--- src/rtl/carry_chain_seq.sv ---
// Multi-cycle WIDTH-bit adder/subtractor that reuses one CHUNK-bit ripple
// carry slice. It handles one chunk per cycle, LSB chunk first, and keeps the
// chain carry in a register between chunks.
module carry_chain_seq #(
    parameter int unsigned WIDTH = 32,
    parameter int unsigned CHUNK = 4
) (
    input  logic             C,
    input  logic             CLR,
    input  logic             IN_VALID,
    output logic             IN_READY,
    input  logic [WIDTH-1:0] A,
    input  logic [WIDTH-1:0] B,
    input  logic             SUB,
    input  logic             CI_INIT,
    output logic             OUT_VALID,
    input  logic             OUT_READY,
    output logic [WIDTH-1:0] SUM,
    output logic             CO,
    output logic             OV,
    output logic             BUSY
);

    localparam int unsigned NCHUNK = WIDTH / CHUNK;
    localparam int unsigned CW     = (NCHUNK > 1) ? $clog2(NCHUNK) : 1;
    localparam logic [CW-1:0] LAST_CHUNK = CW'(NCHUNK - 1);

    typedef enum logic [1:0] {
        IDLE = 2'd0,
        RUN  = 2'd1,
        DONE = 2'd2
    } state_t;

    state_t           state;
    state_t           state_d;
    logic [CW-1:0]    cnt;
    logic             cy;
    logic [WIDTH-1:0] opa;
    logic [WIDTH-1:0] opb;
    logic             accept;
    logic             last;

    logic [CHUNK-1:0] ca;
    logic [CHUNK-1:0] cb;
    logic [CHUNK-1:0] res;
    logic             rip_c;
    logic             rip_s;
    logic             chunk_co;
    logic             chunk_cmsb;

    // State register
    always_ff @(posedge C or posedge CLR) begin
        if (CLR) begin
            state <= IDLE;
        end else begin
            state <= state_d;
        end
    end

    // Next-state logic and handshake decode
    always_comb begin
        state_d = state;
        accept  = 1'b0;
        last    = (cnt == LAST_CHUNK);
        case (state)
            IDLE: begin
                accept = IN_VALID;
                if (IN_VALID) begin
                    state_d = RUN;
                end
            end
            RUN: begin
                if (last) begin
                    state_d = DONE;
                end
            end
            DONE: begin
                if (OUT_READY) begin
                    state_d = IDLE;
                end
            end
            default: begin
                state_d = IDLE;
            end
        endcase
    end

    // Select the operand slice for the chunk currently in the chain
    always_comb begin
        ca = '0;
        cb = '0;
        for (int k = 0; k < int'(NCHUNK); k++) begin
            if (cnt == CW'(k)) begin
                ca = opa[k*CHUNK +: CHUNK];
                cb = opb[k*CHUNK +: CHUNK];
            end
        end
    end

    // CARRY-cell ripple: S = a^b, DI = a, O = S^ci, co = S ? ci : DI
    always_comb begin
        res        = '0;
        rip_c      = cy;
        rip_s      = 1'b0;
        chunk_cmsb = 1'b0;
        for (int i = 0; i < int'(CHUNK); i++) begin
            rip_s  = ca[i] ^ cb[i];
            res[i] = rip_s ^ rip_c;
            if (i == int'(CHUNK) - 1) begin
                chunk_cmsb = rip_c;
            end
            rip_c = rip_s ? rip_c : ca[i];
        end
        chunk_co = rip_c;
    end

    // Handshake/status outputs, registered from the next state
    always_ff @(posedge C or posedge CLR) begin
        if (CLR) begin
            IN_READY  <= 1'b1;
            BUSY      <= 1'b0;
            OUT_VALID <= 1'b0;
        end else begin
            IN_READY  <= (state_d == IDLE);
            BUSY      <= (state_d != IDLE);
            OUT_VALID <= (state_d == DONE);
        end
    end

    // Operand capture, chunk sequencing and result accumulation
    always_ff @(posedge C or posedge CLR) begin
        if (CLR) begin
            opa <= '0;
            opb <= '0;
            cy  <= 1'b0;
            cnt <= '0;
            SUM <= '0;
            CO  <= 1'b0;
            OV  <= 1'b0;
        end else if (accept) begin
            // Subtraction is A + ~B + 1, so the fabric carry is forced to 1
            opa <= A;
            opb <= SUB ? ~B : B;
            cy  <= SUB ? 1'b1 : CI_INIT;
            cnt <= '0;
        end else if (state == RUN) begin
            cy <= chunk_co;
            for (int k = 0; k < int'(NCHUNK); k++) begin
                if (cnt == CW'(k)) begin
                    SUM[k*CHUNK +: CHUNK] <= res;
                end
            end
            if (last) begin
                CO <= chunk_co;
                OV <= chunk_cmsb ^ chunk_co;
            end else begin
                cnt <= cnt + CW'(1);
            end
        end
    end

endmodule

--- config.mk ---
export PLATFORM = sky130hd
export DESIGN_NAME = carry_chain_seq
export DESIGN_NICKNAME = d
export VERILOG_FILES = /design/src/rtl/carry_chain_seq.sv
export SDC_FILE = /design/constraint.sdc
export NUM_CORES = 1
export LEC_CHECK = 0
export ABC_CLOCK_PERIOD_IN_PS = 3700
export BUFFER_PORTS_ARGS = -buffer_cell sky130_fd_sc_hd__buf_2
export CORE_MARGIN = 2
export CORE_UTILIZATION = 50
export CTS_CLUSTER_DIAMETER = 60
export DETAILED_ROUTE_END_ITERATION = 8
export GPL_ROUTABILITY_DRIVEN = 0
export HOLD_SLACK_MARGIN = 0.02
export PLACE_DENSITY = 0.78
export SETUP_SLACK_MARGIN = 0.2
export SYNTH_ARGS = -nofsm -noshare
export SYNTH_HDL_FRONTEND = slang
export SYNTH_SLANG_ARGS = --single-unit
--- constraint.sdc ---
create_clock -name C -period 3.7 [get_ports C]
set_input_delay 0.37 -clock C [delete_from_list [all_inputs] [get_ports C]]
set_output_delay 0.37 -clock C [all_outputs]
set_load 0.01 [all_outputs]
==> metrics.txt, run 1 <==
ys async rst share=100%; total gr overflow=0; Post-CTS Setup Bufs=0; via count=4,012; Hold Buf Count CTS=0; Layout Cells excl Fill=733; pwr/cell area=1040 nW/um2; RSZ-0062 raised after global routing=false; synth top area cells=dfrtp_1 51%, mux2_2 6.9%, xnor2_1 5.4%; Crit path required time=3.97 ns; DP Area=5830 um2; sequential power share=33.5%; top cell type's share of synthesized area=51.1%; worst setup margin=0.504 ns; Clk pwr share=12.8%; site row count=37; clk sinks=107; gr usage total=22.1%; most frequent cells in the layout=106 x dfrtp_1, 106 x buf_2, 62 x nand2_1; DRC Markers=0; Worst Reg-to-Reg Cells=11; Resized Gates After CTS=0; worst-margin pin slew=0.843 ns; Setup WS pre-CTS=0.435 ns; Primary FF master, synth=dfrtp_1; FF-to-FF Start=cnt[0]; number of buffers added on ports=106; WL/cell=16.1 um; status=finished, final reports clean; Core Util, Final=59.6%; CTS buffer count=9; placed instance count=717; hold slack=0.0639 ns; Root Driver=clkbuf_8; Synth area leader=dfrtp_1; Worst setup EP type=register; vias in the first global route=3,860; Final Hold Fails=0; maximum clock path buffer count=2; Die H=106 um; switching power share of the total=44.7%; largest net degree at the start of global routing=53; final WL=11,800 um; CTS tree=done; Final min period=3.20 ns; Int Power=3.49 mW; filler instances=886; Tcrit/Tclk final=86.4%; die width=106 um; post-synth cell types=63; antenna violations before repair=0; initial core utilization=50.9%; number of flops mapped to enable cells by yosys=0; Worst Hold Class=in2async; H-tree depth=3; Routed Antenna Nets=0; 1st-iter DRT viols=260; Layout Skew=0.0160 ns; critical path class=reg2reg; Final #Nets=668; Vias per Instance=5.47; worst skew pair latency=0.39 ns; leakage=2.75 nW; crit path launch type=register; R2R Setup Slk=0.50 ns; I/O pin count=107; Layout area overhead=17.1%; Critical Path Fanout Max=14; YS warnings=0; Mapped Area=5190 um2; reg2reg end=SUM[22]; diodes inserted=0; post-synthesis sequential area ratio=51.7%; max_slew headroom=43.8%; Final Power=6.31 mW; CP arrival=3.46 ns; Mean Syn Cell Area=10.5 um2; fin area=6070 um2; drt pass-1 iters=5; post-DP HPWL=8880 um; setup_tns=0 ns; MaxCap Viol Count=0; maximum vdd drop=582 uV; clock slew at the register clock pins of the worst setup and hold paths=0.10 ns; switching power=2.82 mW; core area=10,200 um2; Logic pwr share=53.7%; Post-Syn Nets=570; Max Freq=0.313 GHz; synthesized instance count=494; Final Setup Violations=0; share of cells above drive strength 1=32.2%; Slew Viols, Final=0; die area=11,200 um2; Seq cells post-synth=107; first-pass GRT wire length=19,500 um
-- synthesized netlist by cell type (2+ instances only) --
cell	count
inv_2	2
a21o_1	2
a32oi_1	5
clkbuf_1	16
a31oi_1	2
nand3_1	4
buf_6	2
xor2_1	5
maj3_2	3
buf_2	7
nand3b_1	5
nand2_1	62
o211ai_1	2
o21ai_1	8
a211oi_1	3
inv_1	11
mux2_2	32
nor2_1	38
o21ai_0	34
nand2b_1	4
a21oi_1	35
buf_1	2
or2_1	2
ha_1	6
dfrtp_1	106
xnor2_1	32
o221ai_1	2
a22oi_1	2
a22o_1	2
a221oi_1	2
nor3_1	2
nor2b_1	9
o21ai_2	8
a211o_1	3
a221o_1	6
-- worst max-delay path by stage --
stage	slack [ns]	to	start	cells past startpoint
6_report	0.50	SUM[22]	cnt[0]	11
5_1_grt	0.34	SUM[19]	cnt[0]	11
4_1_cts	0.43	SUM[19]	cnt[1]	10
3_5_place_dp	0.44	SUM[17]	cnt[0]	9
3_3_place_gp	0.64	SUM[26]	cnt[0]	10
2_1_floorplan	0.51	BUSY	CLR	1
-- power by group through the flow --
stage | sequential [mW] | combinational (mW) | clock, mW
after global routing | 2.18 | 3.74 | 0.872
after detailed placement | 2.14 | 3.33 | 0
final | 2.11 | 3.39 | 0.811
after CTS | 2.11 | 3.35 | 0.830
after global placement | 2.11 | 3.20 | 0
after floorplan | 2.07 | 2.48 | 0
-- cell type report --
class                   instances  area, um2  area share [%]
clock buffers                   9        124            2.04
clock inverters                 7        105            1.73
inverters                      13       51.3           0.845
multi-input cells             346       2340            38.6
flip-flops and latches        107       2680            44.1
well taps                     136        170            2.80
repair buffers                115        598            9.85
-- critical path, stage by stage, from the launching register on --
cell and delay (ns):
dfrtp_1 0.42, inv_1 0.10, ha_1 0.34, buf_4 0.24, or2_1 0.25, a221o_1 0.26, o2111ai_1 0.15, nand2_2 0.13
maj3_2 0.36, maj3_2 0.37, xor2_4 0.35, o21ai_2 0.10
-- kinds of logic (layout without fill, tap and decap cells) --
group,count (synthesis),count (layout),share of synthesized area [%]
buf+inv,41,144,3.50
flops,107,107,51.7
compound gates,129,129,16.7
mux,33,33,7.14
xor+xnor,39,39,7.09
fa+ha+maj,10,10,2.29
simple gates,135,135,11.7
-- per-layer routing --
metal  GRT usage (%)  share of wire [%]
met1            29.8                 43
met2            36.2                 48
met3            4.45                6.2
met4            6.95                2.1
met5               0                  0
-- registers in the layout (all words and copies together), names as in the netlist --
name and cells:
SUM 32, opa 32, opb 32, cnt 3
state 2, BUSY 1, CO 1, IN_READY 1
OUT_VALID 1, OV 1, cy 1
Note: power is estimated with default switching activity, not from simulation.
==> run 2: changes to the inputs <==
--- a/config.mk
+++ b/config.mk
@@ -8,12 +8,12 @@
 export ABC_CLOCK_PERIOD_IN_PS = 3700
 export BUFFER_PORTS_ARGS = -buffer_cell sky130_fd_sc_hd__buf_2
 export CORE_MARGIN = 2
-export CORE_UTILIZATION = 50
+export CORE_UTILIZATION = 55
 export CTS_CLUSTER_DIAMETER = 60
 export DETAILED_ROUTE_END_ITERATION = 8
 export GPL_ROUTABILITY_DRIVEN = 0
 export HOLD_SLACK_MARGIN = 0.02
-export PLACE_DENSITY = 0.78
+export PLACE_DENSITY = 0.84
 export SETUP_SLACK_MARGIN = 0.2
 export SYNTH_ARGS = -nofsm -noshare
 export SYNTH_HDL_FRONTEND = slang
==> run 2 against run 1 <==
Combinational power about the same. Clock-buffer cell count unchanged. Utilization up 5.6 points. Non-clock buffer count down 1. Register-to-register slack worse by 0.05 ns. Global-route usage up 2.3 points. Sequential power about the same. Die area down 8.8%.
==> metrics.txt, run 2 (same netlist as run 1, synthesis figures left out) <==
DRC Markers=0 (unchanged); via count=4,031 (+0.47%); vias in the first global route=3,941 (+2.1%); most frequent cells in the layout=106 x dfrtp_1, 106 x buf_2, 62 x nand2_1; Hold Buf Count CTS=0 (unchanged); pwr/cell area=1040 nW/um2 (about the same); CP arrival=3.53 ns (+0.07 ns); R2R Setup Slk=0.45 ns (-0.05 ns); Final #Nets=667 (-0.15%); leakage=2.73 nW (-0.67%); Worst Reg-to-Reg Cells=10 (-1); CTS tree=done; worst-margin pin slew=0.973 ns (+0.130 ns); Worst setup EP type=register; max_slew headroom=35.1% (-8.7 points); placed instance count=691 (-3.6%); antenna violations before repair=0 (unchanged); Max Freq=0.308 GHz (-1.7%); number of buffers added on ports=106 (unchanged); worst path buffer plus inverter count=0 (-2); Largest regs=SUM x32, opa x32, opb x32; drt pass-1 iters=5 (unchanged); CP max stage cell=dfrtp_1; I/O pin count=107 (unchanged); share of cells above drive strength 1=31.7% (-0.45 points); Layout Skew=0.0149 ns (-0.00108 ns); setup_tns=0 ns (unchanged); die area=10,200 um2 (-8.8%); Die H=101 um (-4.5%); CP top delay family=adder cells; MaxCap Viol Count=0 (unchanged); Layout area overhead=15.6%; filler instances=760 (-14%); 1st-iter DRT viols=346 (+33%); maximum clock path buffer count=2 (unchanged); Tcrit/Tclk final=87.8% (+1.5 points); post-DP HPWL=8390 um (-5.5%); CTS buffer count=9 (unchanged); total gr overflow=0 (unchanged); largest net degree at the start of global routing=101 (+91%); die width=101 um (-4.5%); FF-to-FF Start=cnt[0]; WL/cell=16.4 um (+2.2%); Final Setup Violations=0 (unchanged); maximum vdd drop=764 uV (+31%); worst skew pair latency=0.39 ns (about the same); initial core utilization=56.4% (+5.5 points); met1 usage=32.8% (+3.0 points); Layout Cells excl Fill=707 (-3.5%); grt met3 use=3.68% (-0.78 points); hold slack=0.171 ns (+0.107 ns); diodes inserted=0 (unchanged); final WL=11,600 um (-1.5%); clk sinks=107 (unchanged); Final min period=3.25 ns (+0.0542 ns); Final Hold Fails=0 (unchanged); Crit path required time=3.98 ns (about the same); crit path cell chain=ha_1, ha_1, or2_1, a221o_1, o2111ai_1, nand2_2, maj3_2, maj3_2, xor2_4, o21ai_2; Root Driver=clkbuf_8; Slew Viols, Final=0 (unchanged); first-pass GRT wire length=19,400 um (-0.25%); core area=9200 um2 (-9.7%); GR peak layer=met2; RSZ-0062 raised after global routing=false; gr usage total=24.5% (+2.3 points); Worst Hold Class=in2async; GR Layer Usage met2=39.9% (+3.7 points); Vias per Instance=5.70 (+4.2%); Critical Path Fanout Max=13 (-1); H-tree depth=3 (unchanged); site row count=35 (-5.4%); reg2reg end=SUM[22]; Post-CTS Setup Bufs=0 (unchanged); crit path launch type=register; Crit path largest cell delay=0.44 ns (+0.02 ns); Routed Antenna Nets=0 (unchanged); clock slew at the register clock pins of the worst setup and hold paths=0.12 ns (+0.02 ns); critical path class=reg2reg; status=finished, final reports clean
[run 2: cell count changes in the layout (fill, tap and decap cells not counted), sizes merged]
cell / before / now
bufinv: 2 / 0
buf: 115 / 114
clkinv: 1 / 2
inv: 16 / 18
clkinvlp: 1 / 0
[run 2: repair_timing]
| action | 4_1_cts | 5_1_grt |
|---|---|---|
| gates resized for setup | 0 | 1 |
| setup endpoints to repair | 0 | 16 |
| hold endpoints to repair | 0 | 0 |
[run 2: worst reg2reg max path, stage by stage, from the launching register on]
cell       delay (ns)
dfrtp_1          0.44
ha_1             0.26
ha_1             0.40
or2_1            0.32
a221o_1          0.27
o2111ai_1        0.15
nand2_2          0.13
maj3_2           0.35
maj3_2           0.36
xor2_4           0.37
o21ai_2          0.11
[run 2: worst max-delay path by stage]
stage	startpoint	to	slack [ns]	cells past startpoint
2_1_floorplan	CLR	BUSY	0.51	1
3_3_place_gp	cnt[0]	SUM[26]	0.54	10
3_5_place_dp	cnt[0]	CO	0.38	10
4_1_cts	cnt[0]	CO	0.35	10
5_1_grt	cnt[2]	SUM[3]	0.23	10
6_report	cnt[0]	SUM[22]	0.45	10
[run 2: metrics by stage]
stage          setup WS, ns  util [%]  cell area (um2)  total power [mW]
5_1_grt               0.234      65.2             6000              6.68
3_3_place_gp          0.539      63.0             5790              5.35
6_report              0.450      65.2             6000              6.23
2_1_floorplan         0.514         -             5190              4.56
3_5_place_dp          0.378      63.0             5790              5.50
4_1_cts               0.354      65.2             5990              6.23
[run 2: cell type report]
class	count	area, um2	area share (%)
clock buffer	9	124	2.07
clock inverter	7	78.8	1.31
inverter	13	51.3	0.856
multi-input combinational	346	2330	38.9
sequential	107	2680	44.7
tap	111	139	2.32
timing repair buffer	114	591	9.85
[run 2: power by group]
group	leakage, nW	internal (mW)	total, mW	switching (mW)
combinational	1.36	1.37	3.39	2.02
clock	0.103	0.271	0.720	0.449
sequential	1.27	1.73	2.12	0.387
[run 2: metal layers]
metal / vias to the layer above / part of all wire [%]
met5: - / 0
met4: 0 / 2.4
met3: 26 / 5.2
met2: 147 / 49
met1: 1951 / 44
li1: 1907 / -
==> run 3: changes to the inputs <==
--- a/config.mk
+++ b/config.mk
@@ -13,8 +13,9 @@
 export DETAILED_ROUTE_END_ITERATION = 8
 export GPL_ROUTABILITY_DRIVEN = 0
 export HOLD_SLACK_MARGIN = 0.02
-export PLACE_DENSITY = 0.84
+export PLACE_DENSITY = 0.8
 export SETUP_SLACK_MARGIN = 0.2
+export SLEW_MARGIN = 5
 export SYNTH_ARGS = -nofsm -noshare
 export SYNTH_HDL_FRONTEND = slang
 export SYNTH_SLANG_ARGS = --single-unit
==> run 3 against run 2 <==
Fmax fell by 0.21%. Sequential power barely moved. Clock power fell by 6.4%.
==> metrics.txt, run 3 (same netlist as run 1, synthesis figures left out) <==
status=finished, final reports clean; Hold Buf Count CTS=0 (unchanged); Routed Antenna Nets=0 (unchanged); first-pass GRT wire length=18,600 um (-4.3%); Final Hold Fails=0 (unchanged); Die H=101 um (unchanged); Slew Viols, Final=0 (unchanged); clock slew at the register clock pins of the worst setup and hold paths=0.11 ns (about the same); most frequent cells in the layout=106 x dfrtp_1, 106 x buf_2, 62 x nand2_1; max_slew headroom=25.8% (-9.3 points); CTS buffer count=9 (unchanged); Layout Cells excl Fill=706 (-0.14%); worst-margin pin slew=1.11 ns (+0.140 ns); FF-to-FF Start=cnt[0]; worst setup margin=0.443 ns (-0.00675 ns); crit path cell chain=ha_1, ha_1, or2_1, a221oi_1, a2111o_1, nand2_1, maj3_2, maj3_2, xor2_4, o21ai_2; Final min period=3.26 ns (+0.00675 ns); crit path launch type=register; Crit path required time=3.97 ns (about the same); critical path class=reg2reg; CTS tree=done; Layout Skew=0.0175 ns (+0.00257 ns); hold path cells=3; pwr/cell area=1020 nW/um2 (-1.4%); Post-CTS Setup Bufs=0 (unchanged); H-tree depth=3 (unchanged); leakage=2.72 nW (-0.50%); Root Driver=clkbuf_8; clk sinks=107 (unchanged); Vias per Instance=5.66 (-0.75%); site row count=35 (unchanged); post-DP HPWL=8430 um (+0.46%); Tcrit/Tclk final=88.0% (+0.18 points); setup_tns=0 ns (unchanged); via count=3,995 (-0.89%); 1st-iter DRT viols=307 (-11%); Final #Nets=666 (-0.15%); maximum vdd drop=543 uV (-29%); I/O pin count=107 (unchanged); reg2reg end=SUM[18]; Max Freq=0.307 GHz (-0.21%); final WL=11,400 um (-2.0%); Worst setup EP type=register; die area=10,200 um2 (unchanged); Crit path largest cell delay=0.43 ns (about the same); worst skew pair latency=0.38 ns (about the same); diodes inserted=0 (unchanged); Critical Path Fanout Max=13 (unchanged); Largest regs=SUM x32, opa x32, opb x32; WL/cell=16.1 um (-1.9%); antenna violations before repair=0 (unchanged); Worst Hold Class=in2reg; total gr overflow=0 (unchanged); Final Power=6.14 mW (-1.5%); placed instance count=690 (-0.14%); Resized Gates After CTS=0 (unchanged); min-delay src=A[31]; gr usage total=23.3% (-1.2 points); Worst Reg-to-Reg Cells=10 (unchanged); drt pass-1 iters=5 (unchanged); Layout area overhead=15.5% (about the same); share of cells above drive strength 1=31.9% (+0.22 points); die width=101 um (unchanged); number of buffers added on ports=106 (unchanged); filler instances=767 (+0.92%); hold path endpoint=opa[31]; RSZ-0062 raised after global routing=false; Final Setup Violations=0 (unchanged); Setup WS pre-CTS=0.363 ns (-0.0151 ns); vias in the first global route=3,850 (-2.3%); CP arrival=3.53 ns (about the same); maximum clock path buffer count=2 (unchanged); DRC Markers=0 (unchanged); CP max stage cell=dfrtp_1; largest net degree at the start of global routing=95 (-5.9%); MaxCap Viol Count=0 (unchanged); R2R Setup Slk=0.44 ns (about the same); core area=9200 um2 (unchanged); initial core utilization=56.4% (unchanged)
[run 3: cell types whose count changed in the layout (fill, tap and decap cells not counted), sizes merged]
cell	previous run	this run
inv	18	16
clkinvlp	0	2
buf	114	113
[run 3: worst max-delay path: cells and delay by family, from the launching register on]
kind | cells | cell delay, ns
AND/OR/NAND/NOR | 2 | 0.43
adder cells (fa/ha/maj) | 4 | 1.36
AO/OA/AOI/OAI | 3 | 0.57
flip-flops | 1 | 0.43
XOR/XNOR | 1 | 0.37
[run 3: layout make-up]
type                            instances  area [um2]  share of cell area (%)
Clock buffer                            9         124                    2.07
Multi-Input combinational cell        346        2340                    39.1
Tap cell                              111         139                    2.32
Timing Repair Buffer                  113         596                    9.94
Inverter                               13        51.3                   0.856
Sequential cell                       107        2680                    44.7
Clock inverter                          7        60.1                    1.00
[run 3: metal layers]
metal	part of all wire (%)	wire, um	up-vias	track usage, %
li1	-	-	1911	-
met1	44	4970	1904	30.9
met2	48	5510	158	38.0
met3	5.7	649	22	3.68
met4	2.2	255	0	10.2
met5	0	0	-	0
[run 3: metrics by stage]
stage / util (%) / hold slack (ns) / area, um2
floorplan: - / 0.472 / 5190
finish: 65.2 / 0.209 / 5990
CTS: 65.0 / 0.197 / 5980
detailed placement: 63.0 / 0.465 / 5800
global route: 65.2 / 0.205 / 5990
global placement: 63.0 / 0.456 / 5800
[run 3: worst max-delay path by stage]
| stage | startpoint | endpoint | slack [ns] | cells after the start |
|---|---|---|---|---|
| final | cnt[0] | SUM[18] | 0.44 | 10 |
| after global routing | cnt[2] | SUM[31] | 0.26 | 10 |
| after CTS | cnt[0] | SUM[31] | 0.34 | 10 |
| after detailed placement | cnt[0] | SUM[31] | 0.36 | 10 |
| after global placement | cnt[0] | SUM[21] | 0.54 | 9 |
| after floorplan | CLR | BUSY | 0.51 | 1 |
[run 3: where the power goes]
group          switching, mW  internal, mW
Combinational           2.02          1.35
Sequential             0.364          1.73
Clock                  0.418         0.256
Total                   2.80          3.34
